File: src/rtl/mul8u_dot_acc_if.sv
// Handshake bundle between the multiplier product stream, the dot-product
// accumulator and the result consumer.
interface mul8u_dot_acc_if #(
    parameter int PROD_W = 16,
    parameter int ACC_W  = 24,
    parameter int CNT_W  = 9
);
    logic [PROD_W-1:0] in_prod;
    logic              in_valid;
    logic              in_last;
    logic              in_ready;
    logic [ACC_W-1:0]  out_acc;
    logic [CNT_W-1:0]  out_len;
    logic              out_ovf;
    logic              out_valid;
    logic              out_ready;

    modport master (
        output in_prod, in_valid, in_last, out_ready,
        input  in_ready, out_acc, out_len, out_ovf, out_valid
    );

    modport slave (
        input  in_prod, in_valid, in_last, out_ready,
        output in_ready, out_acc, out_len, out_ovf, out_valid
    );
endinterface

File: src/rtl/mul8u_dot_acc.sv
// Dot-product accumulator for 8x8 unsigned multiplier products: sums each vector
// and emits one result per vector. Define MUL8U_DOT_ACC_SAT_EN to saturate instead of wrap.
module mul8u_dot_acc #(
    parameter int PROD_W  = 16,
    parameter int ACC_W   = 24,
    parameter int MAX_LEN = 256,
    parameter int CNT_W   = 9
) (
    input  logic             clk,
    input  logic             rst,
    mul8u_dot_acc_if.slave   bus
);
    typedef enum logic [0:0] {
        ST_ACC = 1'b0,
        ST_OUT = 1'b1
    } state_e;

    state_e             state_q, state_d;
    logic [ACC_W-1:0]   acc_q, acc_d;
    logic [CNT_W-1:0]   cnt_q, cnt_d;
    logic               ovf_q, ovf_d;
    logic [ACC_W-1:0]   out_acc_q, out_acc_d;
    logic [CNT_W-1:0]   out_len_q, out_len_d;
    logic               out_ovf_q, out_ovf_d;
    logic               out_valid_q, out_valid_d;

    logic               accept_s;
    logic               close_s;
    logic [ACC_W-1:0]   base_s;
    logic [ACC_W:0]     sum_s;
    logic [ACC_W-1:0]   acc_new_s;
    logic               ovf_new_s;
    logic [CNT_W-1:0]   cnt_inc_s;

    // Carry-out handling: clamp to all-ones in saturating builds, otherwise wrap.
    function automatic logic [ACC_W-1:0] fold_sum(input logic [ACC_W:0] s);
`ifdef MUL8U_DOT_ACC_SAT_EN
        if (s[ACC_W]) begin
            return {ACC_W{1'b1}};
        end else begin
            return s[ACC_W-1:0];
        end
`else
        return s[ACC_W-1:0];
`endif
    endfunction

    // Next-state and result computation for the ACC/OUT controller.
    always_comb begin
        state_d     = state_q;
        acc_d       = acc_q;
        cnt_d       = cnt_q;
        ovf_d       = ovf_q;
        out_acc_d   = out_acc_q;
        out_len_d   = out_len_q;
        out_ovf_d   = out_ovf_q;
        out_valid_d = out_valid_q;

        accept_s  = bus.in_valid & (state_q == ST_ACC);
        // First beat of a vector ignores whatever acc/ovf still hold.
        base_s    = (cnt_q == {CNT_W{1'b0}}) ? {ACC_W{1'b0}} : acc_q;
        sum_s     = {1'b0, base_s} + {{(ACC_W + 1 - PROD_W){1'b0}}, bus.in_prod};
        acc_new_s = fold_sum(sum_s);
        ovf_new_s = ((cnt_q == {CNT_W{1'b0}}) ? 1'b0 : ovf_q) | sum_s[ACC_W];
        cnt_inc_s = cnt_q + {{(CNT_W-1){1'b0}}, 1'b1};
        close_s   = bus.in_last | (cnt_inc_s == CNT_W'(MAX_LEN));

        case (state_q)
            ST_ACC: begin
                if (accept_s) begin
                    acc_d = acc_new_s;
                    ovf_d = ovf_new_s;
                    if (close_s) begin
                        out_acc_d   = acc_new_s;
                        out_len_d   = cnt_inc_s;
                        out_ovf_d   = ovf_new_s;
                        out_valid_d = 1'b1;
                        state_d     = ST_OUT;
                        cnt_d       = {CNT_W{1'b0}};
                    end else begin
                        cnt_d = cnt_inc_s;
                    end
                end else begin
                    cnt_d = cnt_q;
                end
            end
            ST_OUT: begin
                if (out_valid_q & bus.out_ready) begin
                    out_valid_d = 1'b0;
                    state_d     = ST_ACC;
                    acc_d       = {ACC_W{1'b0}};
                    ovf_d       = 1'b0;
                end else begin
                    out_valid_d = out_valid_q;
                end
            end
            default: begin
                state_d = ST_ACC;
            end
        endcase
    end

    // State and output registers with synchronous reset.
    always_ff @(posedge clk) begin
        if (rst) begin
            state_q     <= ST_ACC;
            acc_q       <= {ACC_W{1'b0}};
            cnt_q       <= {CNT_W{1'b0}};
            ovf_q       <= 1'b0;
            out_acc_q   <= {ACC_W{1'b0}};
            out_len_q   <= {CNT_W{1'b0}};
            out_ovf_q   <= 1'b0;
            out_valid_q <= 1'b0;
        end else begin
            state_q     <= state_d;
            acc_q       <= acc_d;
            cnt_q       <= cnt_d;
            ovf_q       <= ovf_d;
            out_acc_q   <= out_acc_d;
            out_len_q   <= out_len_d;
            out_ovf_q   <= out_ovf_d;
            out_valid_q <= out_valid_d;
        end
    end

    assign bus.in_ready  = (state_q == ST_ACC);
    assign bus.out_acc   = out_acc_q;
    assign bus.out_len   = out_len_q;
    assign bus.out_ovf   = out_ovf_q;
    assign bus.out_valid = out_valid_q;
endmodule

File: src/flat_wrapper.sv
// flat-port wrapper written by rule: the top's interface ports become plain ports
module mul8u_dot_acc_flat 
#(
    parameter int PROD_W  = 16,
    parameter int ACC_W   = 24,
    parameter int MAX_LEN = 256,
    parameter int CNT_W   = 9
)
  (clk, rst, bus_in_prod, bus_in_valid, bus_in_last, bus_out_ready, bus_in_ready, bus_out_acc, bus_out_len, bus_out_ovf, bus_out_valid);
  mul8u_dot_acc_if #(.PROD_W(PROD_W), .ACC_W(ACC_W), .CNT_W(CNT_W)) bus_i ();
  input  logic clk;
  input  logic rst;
  input wire logic [$bits(bus_i.in_prod)-1:0] bus_in_prod;
  input wire logic [$bits(bus_i.in_valid)-1:0] bus_in_valid;
  input wire logic [$bits(bus_i.in_last)-1:0] bus_in_last;
  input wire logic [$bits(bus_i.out_ready)-1:0] bus_out_ready;
  output wire logic [$bits(bus_i.in_ready)-1:0] bus_in_ready;
  output wire logic [$bits(bus_i.out_acc)-1:0] bus_out_acc;
  output wire logic [$bits(bus_i.out_len)-1:0] bus_out_len;
  output wire logic [$bits(bus_i.out_ovf)-1:0] bus_out_ovf;
  output wire logic [$bits(bus_i.out_valid)-1:0] bus_out_valid;
  assign bus_i.in_prod = bus_in_prod;
  assign bus_i.in_valid = bus_in_valid;
  assign bus_i.in_last = bus_in_last;
  assign bus_i.out_ready = bus_out_ready;
  assign bus_in_ready = bus_i.in_ready;
  assign bus_out_acc = bus_i.out_acc;
  assign bus_out_len = bus_i.out_len;
  assign bus_out_ovf = bus_i.out_ovf;
  assign bus_out_valid = bus_i.out_valid;
  mul8u_dot_acc #(.PROD_W(PROD_W), .ACC_W(ACC_W), .MAX_LEN(MAX_LEN), .CNT_W(CNT_W)) u_core (.clk(clk), .rst(rst), .bus(bus_i));
endmodule
File: config.mk
export PLATFORM = sky130hd
export DESIGN_NAME = mul8u_dot_acc_flat
export DESIGN_NICKNAME = d
export VERILOG_FILES = /design/src/rtl/mul8u_dot_acc_if.sv /design/src/rtl/mul8u_dot_acc.sv /design/src/flat_wrapper.sv
export SDC_FILE = /design/constraint.sdc
export NUM_CORES = 1
export LEC_CHECK = 0
export BUFFER_PORTS_ARGS = -buffer_cell sky130_fd_sc_hd__buf_4
export CELL_PAD_IN_SITES_DETAIL_PLACEMENT = 1
export CELL_PAD_IN_SITES_GLOBAL_PLACEMENT = 1
export CORE_UTILIZATION = 39
export DETAILED_ROUTE_END_ITERATION = 10
export GPL_ROUTABILITY_DRIVEN = 0
export HOLD_SLACK_MARGIN = 0.05
export PLACE_DENSITY = 0.81
export RECOVER_POWER = 25
export SLEW_MARGIN = 20
export SYNTH_ARGS = -nofsm -noshare
export SYNTH_HDL_FRONTEND = slang
export SYNTH_SLANG_ARGS = --single-unit
File: constraint.sdc
create_clock -name clk -period 4 [get_ports clk]
set_clock_uncertainty 0.2 [all_clocks]
set_input_delay 0.4 -clock clk [delete_from_list [all_inputs] [get_ports clk]]
set_output_delay 0.4 -clock clk [all_outputs]
set_load 0.1 [all_outputs]
==> flow_metrics.py <==
metrics = {
    "cells_and_area": {
        "drive_gt1_share_pct": 14.5,
        "synthToLayoutAreaGrowth_pct": 18.5,
        "nets": 609,
        "stdcell_area_um2": 4910,
        "diodes": 0,
        "nFillCells": 1288,
        "fin_cells": 709,
    },
    "floorplan": {
        "ioPinCount": 57,
        "coreArea_um2": 10300,
        "start_util_pct": 40.2,
        "rows": 37,
        "die_area_um2": 11100,
        "fp.dieW_um": 105,
        "die_y_um": 105,
    },
    "logic_synthesis": {
        "yosysTopAreaCellShare_pct": 33.8,
        "syn-cell-area_um2": 4150,
        "synth.area.mux_share_pct": 0,
        "yosysSeqAreaShare_pct": 33.8,
        "ys.warnings.count": 0,
        "synth_fa_ha_area_share_pct": 6.21,
        "synth_compound_area_share_pct": 27.0,
        "synth.most_common_cell": "dfxtp_1",
        "avgSynthCellArea_um2": 8.03,
        "postSynthCellCount": 517,
        "synth_top_flop_cell": "dfxtp_1",
        "synthesis.nets": 558,
        "synthSimpleGateAreaFrac_pct": 23.3,
        "synth.area.top_cells": "dfxtp_1, ha_1, nand2_1",
        "synth_edf_count": 0,
        "yosys-top-cells-count": "dfxtp_1, nand2_1, nor2_1",
        "synth_xor_area_share_pct": 4.86,
        "async_reset_ff_share_pct": 0,
        "ys_seq_elements": 70,
        "yosysTopAreaCell": "dfxtp_1",
        "ys_types": 63,
        "synth_top_family_by_area": "compound AO/OA/AOI/OAI gates",
    },
    "detailed_routing": {
        "drc_errors": 0,
        "drt-total-wl_mm": 12.4,
        "drt-initial-drc-count": 183,
        "via_count": 4019,
        "drtAntennaViolNets": 0,
        "avgViaCountPerCell": 5.67,
        "wl_per_cell_um": 17.5,
        "firstDrtPassIters": 5,
    },
    "power": {
        "report.power.total_uw": 1860,
        "powerDensity_nw_per_um2": 378,
        "p_leak_uw": 0.00185,
        "ir_drop_mv": 0.178,
    },
    "setup_path": {
        "max_stage_delay_ns": 0.55,
        "rr_worst_depth": 16,
        "crit_slowest_cell": "or4_4",
        "r2r-end": "u_core.bus.out_ovf",
        "cp_top_family": "simple AND/OR/NAND/NOR gates",
        "reg2reg_from": "u_core.cnt_q[0]",
        "cp.required_ns": 4.08,
        "cp-end-kind": "register",
        "critical_path_class": "register to register",
        "cp-endpoint": "u_core.bus.out_ovf",
        "worst-r2r-setup-slack_ns": 0.20,
        "worstSetupStartpoint": "u_core.cnt_q[0]",
        "critical_path_depth": 16,
        "cp_max_fo": 17,
        "cp_num_buf_inv": 3,
        "worstPathCellList": "inv_1, ha_1, nor4b_2, nand2_2, buf_12, and2_1, ha_1, inv_1, fa_1, nor2b_2, o31a_1, o31ai_2, o2111a_4, o21a_4, or4_4, a211oi_2",
        "crit_arrival_ns": 3.88,
        "crit_path_start_kind": "register",
    },
    "placement": {
        "dp_hpwl_mm": 8.92,
        "placedInstanceArea_um2": 4720,
        "dp.cells": 692,
        "place_ws_ns": 0.141,
        "io_buffers": 56,
    },
    "sta": {
        "fin_crit_sh_pct": 95.0,
        "worst_pin_slew_ns": 1.17,
        "postLayoutSetupSlackWorst_ns": 0.200,
        "finalHoldViolCount": 0,
        "fmax_mhz": 263,
        "tns_ns": 0,
        "fin_crit_ns": 3.80,
        "final-max-slew-violation-count": 0,
        "setup_violations": 0,
        "slew_headroom_pct": 22.1,
    },
    "global_route": {
        "antenna_found_initial": 0,
        "met2_usage_pct": 40.1,
        "grt_max_degree": 68,
        "met1_usage_pct": 30.0,
        "grt_pass1_vias": 4131,
        "grt_overflow": 0,
        "grt_pass1_wl_mm": 20.7,
        "top_usage_layer": "met2",
        "use_met3_pct": 4.49,
        "groute.usage.overall_pct": 23.7,
    },
    "clock_tree": {
        "clockRootBuffer": "clkbuf_8",
        "clk_pin_slew_ns": 0.08,
        "cts_htree_levels": 3,
        "cts_max_path_buffers": 2,
        "clk_latency_ns": 0.36,
        "cts_hold_buf": 0,
        "cts_setup_buffers": 0,
        "cts_resized": 0,
        "cts_inserted_buffers": 9,
        "cts_num_sinks": 70,
        "cts_tree": "yes",
    },
    "status": {
        "status": "completed",
    },
    "job": {
        "maxCapViolCount": 0,
    },
    "hold_path": {
        "hold_class": "input pin to register",
    },
}
through the flow:
step	utilization, %	hold slack [ns]
after floorplan	-	0.217
after global placement	45.7	0.231
after detailed placement	45.7	0.245
after CTS	48.1	0.120
after global routing	47.6	0.158
final	47.6	0.136
cells by family (layout without fill, tap and decap cells):
family,count (synthesis),count (layout)
AND/OR/NAND/NOR,200,200
AO/OA/AOI/OAI,160,160
flip-flops,70,70
buffers and inverters,44,100
XOR/XNOR,23,23
adder cells (fa/ha/maj),20,20
where the power goes:
part / total, uW / leakage [uW] / switching, uW / internal [uW]
clock network: 713 / 0.000120 / 281 / 433
logic: 394 / 0.00116 / 292 / 102
registers: 749 / 0.000572 / 19.1 / 730
final cells by class:
cell class | count | area, um^2 | share of cell area, %
clock inverters | 5 | 106 | 2.16
multi-input cells | 403 | 2570 | 52.3
clock buffers | 11 | 141 | 2.88
well taps | 136 | 170 | 3.46
inverters | 11 | 41.3 | 0.840
repair buffers | 73 | 480 | 9.78
flip-flops and latches | 70 | 1400 | 28.5
placed cells by master, fill, tap and decap left out, types with 5 or more instances in the layout:
master	count
dfxtp_1	69
nand2_1	58
nor2_1	57
buf_4	45
a21oi_1	40
o21ai_0	28
clkbuf_1	27
xnor2_1	19
ha_1	19
and2_1	17
a211oi_1	16
a22oi_1	15
inv_1	11
nand3_1	11
nor3_1	10
clkbuf_8	10
nand3b_1	9
a21o_1	8
a31oi_1	8
nor2b_1	6
nor4_1	5
o21a_1	5
nand2b_1	5
tightest hold or removal path: cells and delay by family:
kind / cells / cell delay [ns]
AND/OR/NAND/NOR: 2 / 0.11
buffers and inverters: 1 / 0.09
AO/OA/AOI/OAI: 1 / 0.05
per-layer routing:
layer	routed length (um)	vias to the layer above	part of all wire, %
met5	0	-	0
met1	5590	1926	45
met3	607	16	4.9
met2	6080	105	49
li1	-	1972	-
met4	156	0	1.3
sequential cells by signal, summed over array words and instances (netlist names):
name	count
u_core.acc_q	24
u_core.bus.out_acc	24
u_core.bus.out_len	9
u_core.bus.out_ovf	1
u_core.bus.out_valid	1
u_core.cnt_q	9
u_core.ovf_q	1
u_core.state_q	1
worst min path at each step:
| stage | from | to | cells after the start |
|---|---|---|---|
| global route | bus_out_ready | u_core.state_q | 4 |
| CTS | bus_out_ready | u_core.bus.out_valid | 4 |
| detailed placement | u_core.acc_q[15] | u_core.acc_q[15] | 2 |
| floorplan | u_core.acc_q[11] | u_core.acc_q[11] | 2 |
| global placement | u_core.acc_q[15] | u_core.acc_q[15] | 2 |
| finish | bus_out_ready | u_core.bus.out_valid | 4 |
Power figures use the tool's default switching activity.
